--- src/rtl/cpu_pkg.sv ---
// cpu_pkg: shared CPU-wide types and constants.
//   reg_idx_t      - 4-bit architectural register index
//   word_t         - 32-bit data word
//   REG_SP/LR/PC   - well-known register indices
//   PC_READ_OFFSET - value added to the fetch PC when r15 is read
package cpu_pkg;

    typedef logic [3:0]  reg_idx_t;
    typedef logic [31:0] word_t;

    localparam reg_idx_t REG_SP = 4'd13;
    localparam reg_idx_t REG_LR = 4'd14;
    localparam reg_idx_t REG_PC = 4'd15;

    localparam int PC_READ_OFFSET = 8;

endpackage : cpu_pkg

--- src/rtl/regfile_read_port.sv ---
// regfile_read_port: one registered read port of the register file.
// Selects a stored entry by address, substitutes pc_in + PC_OFFSET for r15,
// optionally forwards a same-edge write, and registers the result.
// Optional feature macro: REGFILE_BYPASS_EN (same-edge write forwarding).
// Ports:
//   clk, reset      - clock, asynchronous active-low reset
//   rd_en           - capture a new value this edge
//   addr            - register index to read
//   entries         - packed view of stored registers r0..r(NUM_REGS-2)
//   pc_in           - fetch PC, sampled at the read edge
//   we/wr_addr/wr_data - write port, used only for forwarding
//   data            - registered read result (holds when rd_en=0)
module regfile_read_port
    import cpu_pkg::*;
#(
    parameter int NUM_REGS  = 16,
    parameter int DATA_W    = 32,
    parameter int ADDR_W    = 4,
    parameter int PC_OFFSET = PC_READ_OFFSET
) (
    input  logic                                 clk,
    input  logic                                 reset,
    input  logic                                 rd_en,
    input  logic [ADDR_W-1:0]                    addr,
    input  logic [NUM_REGS-2:0][DATA_W-1:0]      entries,
    input  logic [DATA_W-1:0]                    pc_in,
    input  logic                                 we,
    input  logic [ADDR_W-1:0]                    wr_addr,
    input  logic [DATA_W-1:0]                    wr_data,
    output logic [DATA_W-1:0]                    data
);

    logic [DATA_W-1:0] data_reg;
    logic [DATA_W-1:0] data_next;
    logic              is_pc;

    assign is_pc = (addr == ADDR_W'(REG_PC));

    always_comb begin
        data_next = '0;
        for (int i = 0; i < NUM_REGS - 1; i++) begin
            if (addr == ADDR_W'(i)) begin
                data_next = entries[i];
            end
        end
        // r15 has no storage; the PC view wraps silently at 2^DATA_W.
        if (is_pc) begin
            data_next = pc_in + DATA_W'(PC_OFFSET);
        end
`ifdef REGFILE_BYPASS_EN
        // Forward the write landing on this same edge so decode need not stall.
        if (we && (wr_addr == addr) && !is_pc) begin
            data_next = wr_data;
        end
`endif
    end

`ifndef REGFILE_BYPASS_EN
    // Write port is only needed for forwarding; tie it off in this build.
    logic unused_wr;
    assign unused_wr = ^{we, wr_addr, wr_data};
`endif

    always_ff @(posedge clk or negedge reset) begin
        if (!reset) begin
            data_reg <= '0;
        end else if (rd_en) begin
            data_reg <= data_next;
        end
    end

    assign data = data_reg;

endmodule : regfile_read_port

--- src/rtl/register_file.sv ---
// register_file: 16-entry ARM general-purpose register file, one write
// port, two registered read ports (A, B). r15 is not stored; reads of r15
// return pc_in + PC_OFFSET.
// Optional feature macro: REGFILE_BYPASS_EN (same-edge write->read forwarding).
// Ports:
//   clk, reset          - clock, asynchronous active-low reset
//   rd_en               - read request for both ports
//   ra_addr, rb_addr    - operand A/B register indices
//   ra_data, rb_data    - registered operand values (one-cycle latency)
//   rd_valid            - one-cycle pulse per captured read
//   we, wr_addr, wr_data - writeback port (writes to r15 are dropped)
//   pc_in               - current fetch PC
module register_file
    import cpu_pkg::*;
#(
    parameter int NUM_REGS  = 16,
    parameter int DATA_W    = 32,
    parameter int ADDR_W    = 4,
    parameter int PC_OFFSET = PC_READ_OFFSET
) (
    input  logic              clk,
    input  logic              reset,
    input  logic              rd_en,
    input  logic [ADDR_W-1:0] ra_addr,
    input  logic [ADDR_W-1:0] rb_addr,
    output logic [DATA_W-1:0] ra_data,
    output logic [DATA_W-1:0] rb_data,
    output logic              rd_valid,
    input  logic              we,
    input  logic [ADDR_W-1:0] wr_addr,
    input  logic [DATA_W-1:0] wr_data,
    input  logic [DATA_W-1:0] pc_in
);

    // Entries r0..r14 only; the top index (r15) is never matched below,
    // which is what drops writes to the PC.
    logic [NUM_REGS-2:0][DATA_W-1:0] entry_reg;
    logic                            rd_valid_reg;

    genvar gi;
    generate
        for (gi = 0; gi < NUM_REGS - 1; gi++) begin : g_entry
            always_ff @(posedge clk or negedge reset) begin
                if (!reset) begin
                    entry_reg[gi] <= '0;
                end else if (we && (wr_addr == ADDR_W'(gi))) begin
                    entry_reg[gi] <= wr_data;
                end
            end
        end
    endgenerate

    always_ff @(posedge clk or negedge reset) begin
        if (!reset) begin
            rd_valid_reg <= 1'b0;
        end else begin
            rd_valid_reg <= rd_en;
        end
    end

    assign rd_valid = rd_valid_reg;

    regfile_read_port #(
        .NUM_REGS (NUM_REGS),
        .DATA_W   (DATA_W),
        .ADDR_W   (ADDR_W),
        .PC_OFFSET(PC_OFFSET)
    ) u_port_a (
        .clk     (clk),
        .reset   (reset),
        .rd_en   (rd_en),
        .addr    (ra_addr),
        .entries (entry_reg),
        .pc_in   (pc_in),
        .we      (we),
        .wr_addr (wr_addr),
        .wr_data (wr_data),
        .data    (ra_data)
    );

    regfile_read_port #(
        .NUM_REGS (NUM_REGS),
        .DATA_W   (DATA_W),
        .ADDR_W   (ADDR_W),
        .PC_OFFSET(PC_OFFSET)
    ) u_port_b (
        .clk     (clk),
        .reset   (reset),
        .rd_en   (rd_en),
        .addr    (rb_addr),
        .entries (entry_reg),
        .pc_in   (pc_in),
        .we      (we),
        .wr_addr (wr_addr),
        .wr_data (wr_data),
        .data    (rb_data)
    );

endmodule : register_file

--- config.mk ---
export PLATFORM = sky130hd
export DESIGN_NAME = register_file
export DESIGN_NICKNAME = d
export VERILOG_FILES = /design/src/rtl/cpu_pkg.sv /design/src/rtl/regfile_read_port.sv /design/src/rtl/register_file.sv
export SDC_FILE = /design/constraint.sdc
export NUM_CORES = 1
export LEC_CHECK = 0
export ABC_AREA = 1
export BUFFER_PORTS_ARGS = -buffer_cell sky130_fd_sc_hd__buf_2
export CAP_MARGIN = 10
export CORE_MARGIN = 2
export CORE_UTILIZATION = 58
export CTS_CLUSTER_DIAMETER = 30
export DETAILED_ROUTE_END_ITERATION = 10
export MAX_ROUTING_LAYER = met4
export PLACE_DENSITY = 0.76
export SYNTH_ARGS = -nofsm -noshare
export SYNTH_HDL_FRONTEND = slang
export SYNTH_SLANG_ARGS = --single-unit
export TNS_END_PERCENT = 50
--- constraint.sdc ---
create_clock -name clk -period 1.8 [get_ports clk]
set_input_delay 0.36 -clock clk [delete_from_list [all_inputs] [get_ports clk]]
set_output_delay 0.36 -clock clk [all_outputs]
set_load 0.05 [all_outputs]
After elaboration in Yosys (flattened, before gate mapping)
Cells that the tools add are included.

Add/sub/neg operators: 1. Equal/unequal tests: 44. Mux-type cells: 32. Reductions and logical operators: 18.

Operators by type and width (count): 32-bit two-way mux (32); 4-bit == test (second input constant) (23); 4-bit by 3-bit == test with 1-bit output (second input constant) (12); 32-bit by 4-bit adder with 32-bit output (second input constant) (1); 4-bit by 2-bit == test with 1-bit output (second input constant) (6); 1-bit logical AND (15); 4-bit by 1-bit == test with 1-bit output (second input constant) (3); 4-bit zero test (3).

Bits in registers: 545. Output and inout bits: 65. Word-level logic and storage cells: 113.

Longest topological paths before layout
Gate-level depths: netlist (run 1).

Word-level depth: 17. Gate-level depth with buffers: 16.

By module
A second synthesis (run 1) with hierarchy kept.

Cell total of the unflattened synthesis: 4667. Area, all modules: 31147.4 sq um.

By module, submodules not included: register_file (instances 1, cells an instance 2189, area each 19088.3 sq um, seq. area each 12036.5 sq um); regfile_read_port (instances 2, cells an instance 1239, area each 6029.5 sq um, seq. area each 800.8 sq um).

Least setup slack after synthesis (run 1)
No wires, ideal clock.

Kind: input to register. From: input port pc_in[3]. To: register u_port_b.data_reg[31], in the netlist u_port_b.data[31]. Arrival time: 1.793 ns. Data required time: 1.682 ns. Slack: -0.111 ns. Stages: 15. Path buffers: 0. Cell sequence: ha_1 -> nand3_2 -> nor2_4 -> nand2_2 -> nor2_4 -> nand2_2 -> nor2_4 -> nand2_2 -> nor2_2 -> nand2_1 -> xnor2_1 -> o21ai_0 -> inv_1 -> nand2_1 -> nand2_1.

Cells in the longest elaborated chain, start to end: 2.

RTL lines: start, declared (line register_file.sv:32) `input logic [DATA_W-1:0] pc_in`; 32-bit by 4-bit adder with 32-bit output (line regfile_read_port.sv:48) `data_next = pc_in + DATA_W'(PC_OFFSET);`; 32-bit two-way mux (line regfile_read_port.sv:47) `if (is_pc) begin`; end signal, assigned (line regfile_read_port.sv:68) `data_reg <= data_next;`; end, declared (line regfile_read_port.sv:33) `logic [DATA_W-1:0] data_reg;`.

No other way between the ends. A chain may end at the register's enable or synchronous reset.

Worst setup path after layout (run 1)
From: register u_port_b.data_reg[30], in the netlist u_port_b.data[30]. To: output port rb_data[30].

RTL lines: end, declared (line register_file.sv:27) `output logic [DATA_W-1:0] rb_data,`.

No word-level cell between the ends.

==> flow_summary.json, run 1 <==
{
  "wirelength_um": 92730,
  "startpoint_type": "flip-flop",
  "timing.rr.start": "entry_reg[88]",
  "rsz0062_at_grt": "yes",
  "cts_root_buffer": "clkbuf_16",
  "clk_latency_ns": 0.68,
  "hold_viol": 0,
  "p_leak_nw": 17.54,
  "hold_path.class": "in2reg",
  "hpwl_um": 62960,
  "crit_chain": "buf_4",
  "detail-route-antenna-nets": 0,
  "drc_errors": 0,
  "ys_seq_elements": 545,
  "rrSetupSlack_ns": 0.08,
  "num_vias": 28360,
  "pre_cts_ws_ns": -0.4948,
  "coreArea_um2": 47950,
  "grt_pass1_vias": 28180,
  "grt_max_degree": 65,
  "drive_gt1_share_pct": 16.91,
  "synth_common_cells": "1414 x nand2_1, 545 x dfrtp_1, 419 x o21ai_0, 416 x nor2_1, 275 x inv_1",
  "netlist_area_um2": 28290,
  "ios": 145,
  "globalRouteOverflowTotal": 0,
  "layout_setup_ws_ns": 0.06002,
  "slew_viol_final": 0,
  "largest_reg_flops": 480,
  "fin_skew_ns": 0.03521,
  "path_delay_family": "flip-flops",
  "clock_path_buffers": 3,
  "initial_core_util_pct": 59.00,
  "worstPathRequired_ns": 1.44,
  "cp.arrival_ns": 1.38,
  "relSlewSlack_pct": 55.69,
  "n_antenna_cell": 0,
  "yosys.area.top_type": "dfrtp_1",
  "status": "finished clean",
  "drt_iter0_markers": 3082,
  "utilization_pct": 75.39,
  "period_minus_slack_ns": 1.740,
  "endpoint_kind": "output pin",
  "synth-edff-count": 0,
  "synthFlopType": "dfrtp_1",
  "die_h_um": 224.9,
  "critPathSlowestCell": "dfrtp_2",
  "fmax_mhz": 574.7,
  "worstHoldStart": "wr_data[13]",
  "drv_cap": 0,
  "tritoncts": "built",
  "grt_usage_pct": 38.57,
  "ir_worst_vdd_v": 0.001085,
  "synth_most_common_cell": "nand2_1",
  "synth_compound_area_share_pct": 10.87,
  "fill_cells": 3505,
  "die_area_um2": 50560,
  "synth_top_family_by_area": "simple AND/OR/NAND/NOR gates",
  "powerDensity_nw_per_um2": 1266,
  "area_growth_pct": 27.78,
  "hold_path_end": "entry_reg[301]",
  "die-width_um": 224.9,
  "vias_per_cell": 5.690,
  "yosysSeqAreaShare_pct": 48.21,
  "synth_xor_area_share_pct": 0.7430,
  "async_flop_share_pct": 100.0,
  "path_class": "reg2out",
  "path_clk_slew_ns": 0.05,
  "yosys.area_share.simple_pct": 33.05,
  "synth_area_leaders": "dfrtp_1 48%, nand2_1 19%, o21ai_0 7.4%",
  "r2r.worst_path.cells": 10,
  "numPortBuffers": 144,
  "synth_nets": 4042,
  "dr.pass1.iters": 6,
  "min_period_over_period_pct": 96.67,
  "nets": 4351,
  "tightest_slew_ns": 0.6640,
  "yosysUniqueCellTypes": 31,
  "synth_top_area_share_pct": 48.21,
  "hold_depth": 3,
  "antenna_found_initial": 1,
  "grt_pass1_wl_um": 148000,
  "setup_violations": 0,
  "synth_mux_area_share_pct": 0,
  "numCtsBuffers": 115,
  "yosys.area_share.adder_pct": 0.04423,
  "clock_sinks": 545,
  "syn_area_per_cell_um2": 7.142,
  "critPathMaxStageDelay_ns": 0.48,
  "yosys_warnings": 0,
  "timing.hold.ws_ns": 0.02275,
  "h-tree-depth": 3,
  "path_buf_inv": 1,
  "worstPathMaxFanout": 2,
  "place.gp.congestion": 0.9681,
  "reg2reg_to": "u_port_b.data[24]",
  "routedWlPerCell_um": 18.60,
  "synthCells": 3961,
  "fp-row-count": 80
}
-- what timing repair did --
action	in CTS	in global routing
resized for setup	2	18
pin swaps	0	4
setup buffers	0	0
endpoints found under the setup margin	1	14
hold buffers	6	0
endpoints found under the hold margin	390	0
-- per-stage QoR --
step                      TNS (ns)  cells  power [W]  area [µm²]
after floorplan            -0.2954   3961    0.02102       28310
after global placement      -22.59   4762    0.02365       31950
after detailed placement    -24.38   4762    0.02391       31950
after CTS                        0   4985    0.04576       36090
after global routing      -0.02929   4985    0.04765       36150
final                            0   4985    0.04577       36150
-- cells in the final DEF, fill, tap and decap left out, types with 6 or more instances in the layout --
cell and count:
nand2_1 1404, clkbuf_1 14, nand3_2 6, xor2_1 21, clkinvlp_4 20, nor2_1 389
buf_2 142, clkbuf_16 115, clkbuf_8 20, nor2_2 31, inv_1 275, nor4_1 6
buf_4 212, clkinv_2 18, dfrtp_1 544, nand2_2 17, o21ai_0 418, nor3_1 16
nand3_1 172, bufinv_16 15, dlygate4sd3_1 6, buf_12 69, a21oi_1 191, inv_2 11
nand4_1 164, or2_2 26, nor2_4 12
-- worst register-to-register path: stages (launching register included) --
cell and delay (ns):
dfrtp_1 0.39, nand2_1 0.07, nand3_1 0.08, nor2_1 0.19, nand4_1 0.12, nor2_1 0.19, nand4_1 0.13, nor2_1 0.21
nand4_1 0.13, nand2_1 0.08, nand2_1 0.04
-- worst max path at each step --
stage	slack (ns)	startpoint	to	cells after the start
finish	0.06	u_port_b.data[30]	rb_data[30]	1
global route	-0.03	ra_addr[1]	u_port_a.data[28]	16
CTS	0.06	entry_reg[32]	u_port_b.data[0]	12
detailed placement	-0.49	ra_addr[0]	u_port_a.data[29]	16
global placement	-0.43	ra_addr[3]	u_port_a.data[8]	13
floorplan	-0.09	pc_in[3]	u_port_b.data[31]	15
-- power breakdown --
part	total (W)	internal, W	leakage (nW)	switching [W]
clock network	0.0217	0.0147	1.95	0.00707
registers	0.0169	0.0149	6.81	0.00201
logic	0.00716	0.00239	8.79	0.00477
-- cell families (layout without fill, tap and decap cells) --
group / after synthesis / after routing
fa+ha+maj: 1 / 1
compound gates: 614 / 614
flops: 545 / 545
buf+inv: 524 / 933
simple gates: 2253 / 2253
xor+xnor: 24 / 24
-- final cells by class --
cell class | count | area (µm²) | share of cell area [%]
multi-input cells | 2892 | 12830 | 35.49
flip-flops and latches | 545 | 13640 | 37.73
inverters | 286 | 1074 | 2.970
well taps | 615 | 769.5 | 2.129
clock inverters | 68 | 873.3 | 2.416
repair buffers | 430 | 3759 | 10.40
clock buffers | 149 | 3206 | 8.868
-- metal layers --
layer	vias up	track usage (%)	wire, µm
met5	-	-	0
met4	0	20.21	5024
met3	347	5.656	6749
met2	1368	62.81	45100
met1	13290	46.78	35850
li1	13360	-	-
Note: power is estimated with default switching activity, not from simulation.
==> run 2: changes to the inputs <==
Settings changed: CELL_PAD_IN_SITES_DETAIL_PLACEMENT set to 1, CELL_PAD_IN_SITES_GLOBAL_PLACEMENT set to 2, CORE_UTILIZATION 58 to 38, PLACE_DENSITY 0.76 to not set, PLACE_DENSITY_LB_ADDON set to 0.1.
==> run 2 against run 1 <==
Utilization fell by 23 points. Hold slack improved by 0.011 ns. Register-to-register slack worse by 0.02 ns. Largest power group unchanged.
==> flow_summary.json, run 2 (synthesis results as in run 1) <==
{
  "status": "finished clean",
  "rsz0062_at_grt": "yes",
  "ir_worst_vdd_v": 0.0009007,
  "vias_per_cell": 5.186,
  "path_delay_family": "flip-flops",
  "relSlewSlack_pct": 58.58,
  "crit_chain": "buf_2",
  "drv_cap": 0,
  "detail-route-antenna-nets": 0,
  "path_class": "reg2out",
  "routedWlPerCell_um": 20.33,
  "largest_reg_flops": 480,
  "r2r.worst_path.cells": 10,
  "timing.rr.start": "entry_reg[69]",
  "initial_core_util_pct": 38.19,
  "total_power_w": 0.05210,
  "grt_pass1_wl_um": 176200,
  "cp.arrival_ns": 1.40,
  "critPathSlowestCell": "dfrtp_1",
  "final_common_cell": "nand2_1",
  "p_leak_nw": 18.71,
  "worstPathMaxFanout": 2,
  "layout_common_cells": "1397 x nand2_1, 545 x dfrtp_1, 417 x o21ai_0",
  "drt_iter0_markers": 1520,
  "grt_max_degree": 65,
  "powerDensity_nw_per_um2": 1342,
  "ios": 145,
  "numCtsBuffers": 157,
  "endpoint_kind": "output pin",
  "area_growth_pct": 37.23,
  "worstPathRequired_ns": 1.44,
  "utilization_pct": 52.41,
  "reg2reg_to": "u_port_b.data[5]",
  "period_minus_slack_ns": 1.759,
  "min_period_over_period_pct": 97.73,
  "grt_usage_pct": 30.47,
  "placed_area_um2": 32960,
  "clock_path_buffers": 3,
  "clk_latency_ns": 0.75,
  "grt_pass1_vias": 30410,
  "fin_skew_ns": 0.03125,
  "fp-row-count": 100,
  "h-tree-depth": 4,
  "place.gp.congestion": 0.8969,
  "slew_viol_final": 0,
  "path_buf_inv": 1,
  "tritoncts": "built",
  "path_clk_slew_ns": 0.04,
  "hpwl_um": 79530,
  "numPortBuffers": 144,
  "num_vias": 28400,
  "critPathMaxStageDelay_ns": 0.38,
  "die_area_um2": 76650,
  "setup_tns_ns": 0,
  "startpoint_type": "flip-flop",
  "hold_path_end": "u_port_a.data[0]",
  "drive_gt1_share_pct": 20.70,
  "rrSetupSlack_ns": 0.06,
  "clock_sinks": 545,
  "die-width_um": 276.9,
  "worstHoldStart": "pc_in[0]",
  "dp_cells": 5175,
  "hold_viol": 0,
  "die_h_um": 276.9,
  "cts_root_buffer": "clkbuf_16",
  "setup_violations": 0,
  "antenna_found_initial": 0,
  "fin_area_um2": 38820,
  "fmax_mhz": 568.5,
  "hold_depth": 5,
  "nets": 4463,
  "coreArea_um2": 74070,
  "dr.pass1.iters": 5,
  "globalRouteOverflowTotal": 0,
  "hold_path.class": "in2reg",
  "final_cell_count_no_fill": 5477,
  "drc_errors": 0,
  "wirelength_um": 111400,
  "tightest_slew_ns": 0.6190
}
-- run 2: cell types whose count changed in the layout (fill, tap and decap cells not counted), moves of 7 or more --
cell | previous run | this run
clkinv_2 | 18 | 33
nand2_1 | 1404 | 1397
nand3_2 | 6 | 25
clkinvlp_4 | 20 | 5
nand3_1 | 172 | 152
nand2_2 | 17 | 24
clkbuf_16 | 115 | 158
clkbuf_1 | 14 | 32
buf_12 | 69 | 78
clkbuf_8 | 20 | 31
buf_4 | 212 | 287
nor2_1 | 389 | 338
nor2_2 | 31 | 83
buf_2 | 142 | 118
-- run 2: tightest hold or removal path, delay by kind of cell --
kind	cells	cell delay, ns
buf+inv	2	0.17
simple gates	2	0.13
compound gates	1	0.07
-- run 2: worst max-delay path by stage --
stage / from / endpoint / depth (start not counted)
final: u_port_a.data[16] / ra_data[16] / 1
after global placement: ra_addr[3] / u_port_a.data[7] / 15
after CTS: entry_reg[95] / u_port_a.data[31] / 13
after floorplan: pc_in[3] / u_port_b.data[31] / 15
after detailed placement: rb_addr[2] / u_port_b.data[29] / 14
after global routing: entry_reg[79] / u_port_a.data[15] / 12
-- run 2: routing by layer --
layer	track usage, %	share of wire, %
met1	36.38	43
met2	52.89	51
met3	3.856	2.9
met4	10.80	3.2
met5	-	0
-- run 2: area by class of cell --
| type | instances | area, µm² |
|---|---|---|
| Fill cell | 9037 | 35250 |
| Timing Repair Buffer | 500 | 4479 |
| Tap cell | 969 | 1212 |
| Inverter | 286 | 1074 |
| Sequential cell | 545 | 13640 |
| Clock buffer | 221 | 4501 |
| Antenna cell | 1 | 2.502 |
| Multi-Input combinational cell | 2892 | 13080 |
| Clock inverter | 63 | 837.1 |
-- run 2: timing repair --
action,in CTS,in global routing
setup endpoints to repair,27,45
resized for setup,38,86
endpoints found under the hold margin,373,0
buffers inserted,3,5
hold buffers,9,0
pin swaps,9,34
-- run 2: report_power, final --
part	internal [W]	switching [W]
clock network	0.0190	0.00847
registers	0.0149	0.00207
logic	0.00266	0.00500
-- run 2: per-stage QoR --
step | hold slack, ns | worst slack (ns)
2_1_floorplan | 0.06441 | -0.09371
3_3_place_gp | 0.2562 | -0.5980
3_5_place_dp | 0.2585 | -0.6281
4_1_cts | 0.004928 | -0.01128
5_1_grt | 0.03558 | -0.06115
6_report | 0.03352 | 0.04085
